`config.mk`:
```
export PLATFORM = sky130hd
export DESIGN_NAME = or16_rr_arbiter
export DESIGN_NICKNAME = d
export VERILOG_FILES = /design/src/rtl/or16_rr_arbiter.sv
export SDC_FILE = /design/constraint.sdc
export NUM_CORES = 1
export LEC_CHECK = 0
export CAP_MARGIN = 15
export CORE_ASPECT_RATIO = 0.8
export CORE_MARGIN = 1
export CORE_UTILIZATION = 32
export DETAILED_ROUTE_END_ITERATION = 8
export GPL_TIMING_DRIVEN = 0
export MAX_ROUTING_LAYER = met4
export PLACE_DENSITY = 0.85
export SLEW_MARGIN = 20
export SYNTH_ARGS = -nofsm -noshare
export SYNTH_HDL_FRONTEND = slang
export SYNTH_SLANG_ARGS = --single-unit
```
`constraint.sdc`:
```
create_clock -name clk -period 3.2 [get_ports clk]
set_input_delay 0.32 -clock clk [delete_from_list [all_inputs] [get_ports clk]]
set_output_delay 0.32 -clock clk [all_outputs]
set_load 0.005 [all_outputs]
```
`src/rtl/or16_rr_arbiter.sv`:
```
// or16_rr_arbiter: round-robin arbiter that shares one 16-bit bitwise-OR unit
// between NUM_REQ requesters. It has one registered result slot, which is
// tagged with the index of the winning requester.
// Optional feature macro: OR16_REDUCE_EN adds rsp_nz, which is the OR-reduce
// of the registered result.

// 16-bit bitwise OR datapath
module g_OR16 (
    input  logic [15:0] a,
    input  logic [15:0] b,
    output logic [15:0] out
);
    assign out = a | b;
endmodule

`ifdef OR16_REDUCE_EN
// 16-input OR reduction
module g_Or16Way (
    input  logic [15:0] in,
    output logic        out
);
    assign out = |in;
endmodule
`endif

module or16_rr_arbiter #(
    parameter int unsigned NUM_REQ = 4,
    parameter int unsigned ID_W    = 2
) (
    input  logic                  clk,
    input  logic                  reset,
    input  logic [NUM_REQ-1:0]    req_valid,
    input  logic [16*NUM_REQ-1:0] req_a,
    input  logic [16*NUM_REQ-1:0] req_b,
    output logic [NUM_REQ-1:0]    req_ready,
    output logic                  rsp_valid,
    input  logic                  rsp_ready,
    output logic [15:0]           rsp_data,
    output logic [ID_W-1:0]       rsp_id,
`ifdef OR16_REDUCE_EN
    output logic                  rsp_nz,
`endif
    output logic                  busy
);

    typedef enum logic {
        EMPTY = 1'b0,
        FULL  = 1'b1
    } buf_state_t;

    buf_state_t          state;
    logic [ID_W-1:0]     rr_ptr;
    logic [NUM_REQ-1:0]  grant;
    logic [ID_W-1:0]     grant_idx;
    logic [ID_W-1:0]     cand;
    logic                found;
    logic                can_load;
    logic                accept;
    logic [15:0]         op_a [NUM_REQ];
    logic [15:0]         op_b [NUM_REQ];
    logic [15:0]         sel_a;
    logic [15:0]         sel_b;
    logic [15:0]         or_result;
    logic [ID_W-1:0]     next_ptr;

    // Split the packed operand buses into per-requester words
    for (genvar g = 0; g < NUM_REQ; g++) begin : g_unpack
        assign op_a[g] = req_a[16*g +: 16];
        assign op_b[g] = req_b[16*g +: 16];
    end

    // Round-robin search: the first valid requester at or after rr_ptr, with wrap-around
    always_comb begin
        grant     = '0;
        grant_idx = '0;
        found     = 1'b0;
        cand      = '0;
        for (int unsigned k = 0; k < NUM_REQ; k++) begin
            cand = ID_W'((32'(rr_ptr) + k) % NUM_REQ);
            if (!found && req_valid[cand]) begin
                found       = 1'b1;
                grant[cand] = 1'b1;
                grant_idx   = cand;
            end
        end
    end

    // One-hot operand select; with no grant it yields zeros (unused)
    always_comb begin
        sel_a = '0;
        sel_b = '0;
        for (int unsigned k = 0; k < NUM_REQ; k++) begin
            sel_a = sel_a | (op_a[k] & {16{grant[k]}});
            sel_b = sel_b | (op_b[k] & {16{grant[k]}});
        end
    end

    g_OR16 u_or16 (
        .a   (sel_a),
        .b   (sel_b),
        .out (or_result)
    );

    assign can_load  = !rsp_valid || rsp_ready;
    assign req_ready = grant & {NUM_REQ{can_load && !reset}};
    assign accept    = |(req_valid & req_ready);
    assign next_ptr  = (grant_idx == ID_W'(NUM_REQ - 1)) ? '0 : grant_idx + 1'b1;
    assign rsp_valid = (state == FULL);
    assign busy      = rsp_valid || (|req_valid);

    // One-entry result buffer with the pointer update; an accept takes priority over draining
    always_ff @(posedge clk or posedge reset) begin
        if (reset) begin
            state    <= EMPTY;
            rsp_data <= '0;
            rsp_id   <= '0;
            rr_ptr   <= '0;
        end else begin
            case (state)
                EMPTY: begin
                    if (accept) begin
                        state    <= FULL;
                        rsp_data <= or_result;
                        rsp_id   <= grant_idx;
                        rr_ptr   <= next_ptr;
                    end
                end
                FULL: begin
                    if (accept) begin
                        rsp_data <= or_result;
                        rsp_id   <= grant_idx;
                        rr_ptr   <= next_ptr;
                    end else if (rsp_ready) begin
                        state <= EMPTY;
                    end
                end
                default: state <= EMPTY;
            endcase
        end
    end

`ifdef OR16_REDUCE_EN
    logic nz_next;

    g_Or16Way u_or16way (
        .in  (or_result),
        .out (nz_next)
    );

    // Non-zero flag follows the same load and hold rules as rsp_data
    always_ff @(posedge clk or posedge reset) begin
        if (reset) begin
            rsp_nz <= 1'b0;
        end else if (accept) begin
            rsp_nz <= nz_next;
        end
    end
`endif

endmodule

```
==> impl_metrics.json, run 1 <==
{
  "status": "finished clean",
  "grt_pass1_wl_um": 13520,
  "antenna_cells": 0,
  "rsz0062_at_grt": "false",
  "via_per_inst": 5.315,
  "p_int_w": 0.001938,
  "slew_violations": 0,
  "place_congestion": 0.8960,
  "cts_made_buffers": 3,
  "ant_nets": 0,
  "drc": 0,
  "synthArstFlopShare_pct": 100.0,
  "area_growth_pct": 88.12,
  "finalHoldViolCount": 0,
  "drt_wl_total_um": 9104,
  "crit_path_end_kind": "output port",
  "worstReg2RegStart": "rr_ptr[0]",
  "fmax_ghz": 0.3224,
  "ioPinCount": 159,
  "hold-worst-slack_ps": 521.8,
  "avgSynthCellArea_um2": 7.303,
  "drt-pass1-iter-count": 4,
  "crit_path_start": "rr_ptr[0]",
  "die_h_um": 77.60,
  "placed_area_mm2": 0.003980,
  "vias": 3024,
  "final_area_mm2": 0.004300,
  "synth_cell_types": 44,
  "ys_warn_count": 0,
  "layout.cells.most_common": "clkdlybuf4s50_1",
  "dieArea_mm2": 0.007488,
  "drive_gt1_share_pct": 12.66,
  "worstPathMaxFanout": 10,
  "netlist_area_mm2": 0.002286,
  "grt_max_degree": 23,
  "rrSetupSlack_ps": 100,
  "grt_pass1_vias": 2878,
  "die_x_um": 96.50,
  "cp-start-kind": "flip-flop",
  "worst_slew_pin_slew_ps": 801.9,
  "grt_use_total_pct": 23.79,
  "synth-edff-count": 0,
  "crit_arrival_ps": 2780,
  "relSlewSlack_pct": 46.48,
  "dp_hpwl_um": 6875,
  "min_period_ps": 3102,
  "min_from": "rsp_id[0]",
  "port_buffers": 158,
  "powerDensity_mw_per_mm2": 798.6,
  "insertion_delay_ps": 260,
  "power_w": 0.003434,
  "switching_share_pct": 43.56,
  "cts_buffer_depth": 2,
  "cap_violations": 0,
  "path_class": "flip-flop to output port",
  "crit_required_ps": 2880,
  "n_fill_cell": 602,
  "layout_common_cells": "clkdlybuf4s50_1, a21oi_1, nor2_1, inv_1",
  "cts-root-buf": "clkbuf_8",
  "cts_tree": "yes",
  "power_leakage_nw": 1.776,
  "drt_first_iter_violations": 169,
  "finClkSkew_ps": 1.912,
  "hold_class": "flip-flop to flip-flop",
  "p_clk_share_pct": 5.1,
  "p_seq_share_pct": 13.4,
  "synth_nets": 456,
  "ys_ff_latch": 21,
  "path_clk_slew_ps": 80,
  "setup_viol": 0,
  "hold-path-endpoint": "rsp_id[0]",
  "combinationalPowerShare_pct": 81.5,
  "cts.sinks": 21,
  "rows": 27,
  "power_switching_w": 0.001496,
  "regToRegEndpoint": "rsp_id[1]",
  "antenna_found_initial": 0,
  "wl_per_cell_um": 16.00,
  "grt-ovfl-total": 0,
  "fin_crit_sh_pct": 96.93,
  "rr_worst_depth": 14,
  "start_util_pct": 33.17,
  "coreArea_mm2": 0.006892,
  "final_util_pct": 62.40,
  "peakVddDrop_mv": 0.3658,
  "h-tree-depth": 1,
  "seq_area_frac_synth_pct": 22.99,
  "nets": 626,
  "netlist_instances": 313,
  "synthFlopType": "dfrtp_1",
  "whs_path_depth": 1
}
## registers in the layout (all words and copies together), names as in the netlist
name / count
rsp_id: 2
rsp_data: 16
rsp_valid: 1
rr_ptr: 2
## layout make-up
| type | count | area (um2) | share of cell area (%) |
|---|---|---|---|
| well taps | 87 | 108.9 | 2.531 |
| repair buffers | 168 | 1659 | 38.58 |
| inverters | 28 | 112.6 | 2.619 |
| plain buffers | 19 | 214.0 | 4.975 |
| flip-flops and latches | 21 | 528.0 | 12.28 |
| clock buffers | 4 | 45.04 | 1.047 |
| multi-input cells | 242 | 1633 | 37.97 |
## per-stage QoR
stage | instances | setup TNS [ps] | setup slack [ps]
3_3_place_gp | 558 | -5739 | -655.5
3_5_place_dp | 558 | -8401 | -737.4
2_1_floorplan | 313 | 0 | 48.79
6_report | 569 | 0 | 98.16
5_1_grt | 569 | 0 | 2.028
4_1_cts | 567 | -39.52 | -39.52
## cells in the mapped netlist (2+ instances only)
cell type / instances / area share (%)
dfrtp_1: 21 / 23
inv_1: 28 / 4.6
nand2_1: 3 / 0.49
a21oi_1: 76 / 17
mux2i_1: 19 / 8.3
nor2_1: 67 / 11
o21ai_1: 5 / 1.1
a221oi_1: 2 / 0.77
a22o_1: 4 / 1.5
buf_1: 2 / 0.33
mux2_4: 4 / 2.6
a31oi_1: 2 / 0.55
nand3b_1: 7 / 2.3
ha_1: 8 / 4.4
o21ai_0: 4 / 0.88
mux4_2: 2 / 2.0
clkbuf_1: 12 / 2.0
buf_6: 4 / 2.0
nor4_1: 16 / 4.4
buf_2: 3 / 0.66
## worst max-delay path, stage by stage (launching register included)
cell and delay, ps:
dfrtp_2 430, buf_8 140, buf_8 140, inv_8 70, ha_4 200, buf_8 130, mux4_2 310, buf_4 170
nand3b_1 170, a22o_4 270, buf_6 150, a21oi_2 110, clkdlybuf4s15_2 230
## metal layers
layer  GRT usage [%]  routed length (um)  vias up
li1                -                   -     1448
met1           28.80                3710     1400
met2           40.85                4426      160
met3           4.118                 793       16
met4           5.441                 174        0
met5               -                   0        -
## how the worst max path moves through the flow
stage	endpoint	cells past startpoint	slack, ps
final	req_ready[3]	12	100
after CTS	req_ready[3]	12	-40
after detailed placement	req_ready[3]	11	-740
after global routing	req_ready[3]	8	2
after floorplan	rr_ptr[0]	13	50
after global placement	req_ready[1]	11	-660
## cells by family (layout without fill, tap and decap cells)
logic type	count (synthesis)	count (layout)	share of synthesized area (%)
AOI/OAI and AO/OA	101	101	25.45
xor gates and xnor gates	1	1	0.3832
adders and majority gates	8	8	4.379
buffers and inverters	50	219	10.40
DFF	21	21	22.99
muxes	26	26	14.07
and+or+nand+nor	106	106	22.33
## power by group through the flow
| stage | clock (W) | sequential [W] | combinational [W] |
|---|---|---|---|
| after floorplan | 0 | 0.000467 | 0.00156 |
| after global placement | 0 | 0.000476 | 0.00226 |
| after detailed placement | 0 | 0.000481 | 0.00235 |
| after CTS | 0.000175 | 0.000459 | 0.00264 |
| after global routing | 0.000193 | 0.000471 | 0.00301 |
| final | 0.000175 | 0.000461 | 0.00280 |
## timing repair
item                       CTS  global route
setup endpoints to repair   24            23
setup buffers                8             2
hold buffers                 0             0
gates resized for setup     58            14
pin swaps                    1             3
Power figures use the tool's default switching activity.
==> inputs of run 2 (changes only) <==
- MAX_ROUTING_LAYER: met4 -> default
==> impl_metrics.json, run 2 (synthesis gave the netlist of run 1 again) <==
{
  "status": "finished clean",
  "coreArea_mm2": 0.006892,
  "h-tree-depth": 1,
  "cts.sinks": 21,
  "fmax_ghz": 0.3225,
  "grt-ovfl-total": 0,
  "cp-start-kind": "flip-flop",
  "dp_hpwl_um": 6875,
  "ant_nets": 0,
  "crit_arrival_ps": 3250,
  "dieArea_mm2": 0.007488,
  "cts_buffer_depth": 2,
  "grt_use_total_pct": 23.15,
  "area_growth_pct": 88.12,
  "wl_per_cell_um": 16.01,
  "min_period_ps": 3101,
  "antenna_found_initial": 0,
  "finalHoldViolCount": 0,
  "hold_buffers": 0,
  "path_class": "flip-flop to flip-flop",
  "worstPathMaxFanout": 10,
  "drive_gt1_share_pct": 12.66,
  "grt_pass1_vias": 2875,
  "rsz0062_at_grt": "false",
  "power_leakage_nw": 1.776,
  "cts_tree": "yes",
  "placed_area_mm2": 0.003980,
  "top_register": "rsp_data",
  "crit_path_end_kind": "flip-flop",
  "slew_violations": 0,
  "reg_top3": "rsp_data (16), rr_ptr (2), rsp_id (2)",
  "fin_crit_sh_pct": 96.90,
  "nets": 626,
  "finClkSkew_ps": 2.240,
  "grt_max_degree": 23,
  "drt_first_iter_violations": 184,
  "worst_slew_pin_slew_ps": 804.7,
  "power_w": 0.003433,
  "place_congestion": 0.8814,
  "grt_pass1_wl_um": 13530,
  "hold_class": "flip-flop to flip-flop",
  "port_buffers": 158,
  "drc": 0,
  "cts_made_buffers": 3,
  "largest_reg_flops": 16,
  "drt_wl_total_um": 9112,
  "start_util_pct": 33.17,
  "crit_required_ps": 3340,
  "antenna_cells": 0,
  "ioPinCount": 159,
  "powerDensity_mw_per_mm2": 798.2,
  "via_per_inst": 5.278,
  "layout_common_cells": "clkdlybuf4s50_1, a21oi_1, nor2_1, inv_1",
  "path_clk_slew_ps": 70,
  "rows": 27,
  "layout.cells.most_common": "clkdlybuf4s50_1",
  "relSlewSlack_pct": 46.30,
  "die_x_um": 96.50,
  "final_area_mm2": 0.004300,
  "insertion_delay_ps": 260,
  "cap_violations": 0,
  "drt-pass1-iter-count": 4,
  "cts-root-buf": "clkbuf_8",
  "vias": 3003,
  "peakVddDrop_mv": 0.3685,
  "hold-worst-slack_ps": 524.6,
  "die_h_um": 77.60,
  "setup_viol": 0
}
## run 2: cell counts in the layout (fill, tap and decap cells not counted)
Identical to the previous run, type by type.
## run 2: final cells by class
cell class / instances / area (um2)
Buffer: 19 / 214.0
Fill cell: 602 / 2591
Timing Repair Buffer: 168 / 1659
Sequential cell: 21 / 528.0
Clock buffer: 4 / 45.04
Inverter: 28 / 112.6
Multi-Input combinational cell: 242 / 1633
Tap cell: 87 / 108.9
## run 2: where the power goes
| part | total (W) | switching, W | internal, W |
|---|---|---|---|
| Sequential | 0.000461 | 0.0000742 | 0.000387 |
| Clock | 0.000174 | 0.0000850 | 0.0000886 |
| Combinational | 0.00280 | 0.00134 | 0.00146 |
## run 2: per-layer routing
metal | up-vias | share of wire [%] | wire length (um) | track usage, %
met5 | - | 0 | 0 | 0
met4 | 0 | 1.8 | 168 | 5.441
met3 | 14 | 8.6 | 785 | 4.216
met2 | 152 | 49 | 4423 | 40.85
met1 | 1387 | 41 | 3734 | 28.74
li1 | 1450 | - | - | -
## run 2: stage by stage
stage	util [%]	TNS [ps]	instances	worst slack, ps
2_1_floorplan	-	0	313	48.79
3_3_place_gp	57.75	-5739	558	-655.5
3_5_place_dp	57.75	-8401	558	-737.4
4_1_cts	61.60	-39.52	567	-39.52
5_1_grt	62.40	0	569	1.263
6_report	62.40	0	569	99.12
## run 2: worst paths after layout
kind / slack, ps / from / to / cells after the start
min in group asynchronous: 540 / reset / rsp_data[2] / 2
worst max-delay path: 100 / rr_ptr[0] / rsp_id[1] / 14
worst min register to register: 520 / rsp_id[0] / rsp_id[0] / 1
max in group asynchronous: 2110 / reset / rr_ptr[0] / 2
worst min-delay path: 520 / rsp_id[0] / rsp_id[0] / 1
worst max register to register: 100 / rr_ptr[0] / rsp_id[1] / 14
## run 2: what timing repair did
item,4_1_cts,5_1_grt
gates cloned,0,0
pin swaps,1,3
buffers inserted,8,2
hold endpoints to repair,0,0
setup endpoints to repair,24,23
resized for setup,58,14
## run 2: worst max-delay path, cell delays in order, from the launching register on
cell      delay [ps]
dfrtp_2          430
buf_8            140
buf_8            140
inv_8             70
ha_4             200
buf_8            130
mux4_2           310
buf_6            140
nand3b_1         140
a22o_1           190
buf_6            140
o22a_1           240
a31oi_4          220
buf_12           170
mux2_4           300
==> inputs of run 3 (changes only) <==
- ABC_AREA: default -> 1
- CAP_MARGIN: 15 -> default
- CORE_MARGIN: 1 -> default
- CORE_UTILIZATION: 32 -> 33
- PLACE_DENSITY: 0.85 -> 0.86
==> impl_metrics.json, run 3 <==
{
  "status": "finished clean",
  "grt-ovfl-total": 0,
  "antenna_cells": 0,
  "rr_worst_depth": 14,
  "multiInputGateArea_mm2": 0.001672,
  "synth.top_cells.by_count": "nand2_1, or2_2, inv_1",
  "port_buffers": 158,
  "h-tree-depth": 1,
  "yosysMostFrequentCell": "nand2_1",
  "drc": 0,
  "crit_path_start": "rr_ptr[1]",
  "area_growth_pct": 76.12,
  "p_int_w": 0.001716,
  "min_from": "rsp_id[1]",
  "hold-path-endpoint": "rsp_id[1]",
  "worstReg2RegStart": "rr_ptr[0]",
  "setup_viol": 0,
  "finalSetupTns_ps": 0,
  "cts_buffer_depth": 2,
  "seq_area_frac_synth_pct": 21.81,
  "peakVddDrop_mv": 0.3387,
  "placed_area_mm2": 0.004100,
  "synth-edff-count": 0,
  "drt_first_iter_violations": 221,
  "avgSynthCellArea_um2": 5.980,
  "power_leakage_nw": 2.110,
  "dp_hpwl_um": 6933,
  "fin_crit_sh_pct": 95.21,
  "netlist_area_mm2": 0.002410,
  "switching_share_pct": 52.68,
  "start_util_pct": 34.63,
  "relSlewSlack_pct": 49.06,
  "vias": 3030,
  "ys_top_cells_by_area": "nand2_1, dfrtp_1, or2_2, inv_1, nand3_1",
  "slew_violations": 0,
  "synthFlopType": "dfrtp_1",
  "cts-root-buf": "clkbuf_8",
  "grt_max_degree": 22,
  "finClkSkew_ps": 2.638,
  "hold_class": "flip-flop to flip-flop",
  "hold_buffers": 0,
  "reg_top3": "rsp_data (16), rr_ptr (2), rsp_id (2)",
  "cap_violations": 0,
  "powerDensity_mw_per_mm2": 854.5,
  "drt-pass1-iter-count": 4,
  "die_x_um": 97.54,
  "cts.sinks": 21,
  "antenna_found_initial": 0,
  "drt_wl_total_um": 8246,
  "whs_path_depth": 2,
  "worst_slew_pin_slew_ps": 763.2,
  "register_area_um2": 528.0,
  "via_per_inst": 4.612,
  "insertion_delay_ps": 260,
  "combinationalPowerShare_pct": 81.7,
  "grt_pass1_vias": 2824,
  "crit_arrival_ps": 2730,
  "fmax_ghz": 0.3282,
  "drive_gt1_share_pct": 18.77,
  "ys_ff_latch": 21,
  "path_clk_slew_ps": 80,
  "place_congestion": 0.8218,
  "rows": 27,
  "ioPinCount": 159,
  "top_register": "rsp_data",
  "crit_required_ps": 2880,
  "synth_cell_types": 22,
  "grt_use_total_pct": 20.56,
  "cts_made_buffers": 3,
  "layout.cells.most_common": "nand2_1",
  "wl_per_cell_um": 12.55,
  "path_class": "flip-flop to output port",
  "coreArea_mm2": 0.006959,
  "p_seq_share_pct": 13.5,
  "layout_common_cells": "nand2_1, clkdlybuf4s50_1, or2_2, inv_1",
  "yosysTopAreaCellShare_pct": 27.41,
  "dieArea_mm2": 0.007650,
  "cts_tree": "yes",
  "n_fill_cell": 636,
  "regToRegEndpoint": "rsp_data[5]",
  "synth_nets": 546,
  "final_area_mm2": 0.004244,
  "worstPathMaxFanout": 10,
  "die_h_um": 78.43,
  "p_clk_share_pct": 4.8,
  "largest_reg_flops": 16,
  "min_period_ps": 3047,
  "nets": 714,
  "synthArstFlopShare_pct": 100.0,
  "cp-start-kind": "flip-flop",
  "ant_nets": 0,
  "finalHoldViolCount": 0,
  "power_switching_w": 0.001911,
  "grt_pass1_wl_um": 12670,
  "ys_warn_count": 0,
  "crit_path_end_kind": "output port",
  "netlist_instances": 403,
  "rrSetupSlack_ps": 590,
  "synth.largest_area_cell": "nand2_1"
}
run 3: cell types whose count changed after synthesis, sizes merged, moves of 4 or more:
cell    delta
nand3     +25
a21boi     +4
a21oi     -71
inv       +20
nand3b     -7
a22o       -4
o21ai     +12
nand2    +179
or2       +62
nor2      -58
clkbuf    -12
nor4      -16
mux2       -4
mux2i     -19
run 3: cell families (layout without fill, tap and decap cells):
family	Yosys count	count (layout)	share of synthesized area [%]
simple gates	284	285	55.19
fa+ha+maj	8	8	4.154
buf+inv	59	225	11.27
flops	21	21	21.81
compound gates	31	31	7.580
run 3: power by group through the flow:
stage | Sequential (W) | Clock (W) | Combinational (W)
2_1_floorplan | 0.000493 | 0 | 0.00175
3_3_place_gp | 0.000493 | 0 | 0.00271
3_5_place_dp | 0.000498 | 0 | 0.00278
4_1_cts | 0.000501 | 0.000173 | 0.00285
5_1_grt | 0.000507 | 0.000183 | 0.00335
6_report | 0.000490 | 0.000173 | 0.00296
run 3: what timing repair did:
item	CTS	global route
pin swaps	0	2
endpoints found under the setup margin	4	4
setup buffers	1	6
cloned	0	1
gates resized for setup	6	4
run 3: layout make-up:
class	count	share of cell area [%]
multi-input cells	324	39.39
clock inverters	1	0.1179
flip-flops and latches	21	12.44
well taps	87	2.565
inverters	48	4.452
clock buffers	3	0.9729
repair buffers	165	38.50
plain buffers	8	1.563
run 3: routing by layer:
metal	vias up	share of wire (%)	GRT usage, %
met1	1344	42	25.04
met2	124	50	37.55
li1	1556	-	-
met5	-	0	0
met4	0	0.74	5.000
met3	6	7.1	3.651
run 3: worst max-delay path by stage:
stage | end | cells past startpoint
after floorplan | rr_ptr[1] | 13
after global placement | req_ready[3] | 12
after detailed placement | req_ready[3] | 12
after CTS | req_ready[0] | 13
after global routing | req_ready[2] | 12
final | req_ready[2] | 12
run 3: worst max-delay path, stage by stage (launching register included):
cell and delay (ps):
dfrtp_2 450, clkinvlp_4 140, ha_4 310, inv_1 60, nand3_1 80, nand2_1 150, nor2_4 200, nand3_1 140
nand3_4 120, buf_4 170, nand2_1 60, inv_1 70, clkdlybuf4s50_1 510
run 3: stage by stage:
| step | power (W) | hold slack (ps) | util [%] | instances | setup slack, ps |
|---|---|---|---|---|---|
| finish | 0.003627 | 481.8 | 60.99 | 657 | 153.3 |
| global route | 0.004036 | 510.5 | 60.99 | 657 | -11.05 |
| CTS | 0.003522 | 486.7 | 60.07 | 652 | 30.35 |
| detailed placement | 0.003280 | 466.2 | 58.92 | 648 | -8.102 |
| global placement | 0.003198 | 462.3 | 58.92 | 648 | -5.546 |
| floorplan | 0.002240 | 296.5 | - | 403 | 967.4 |
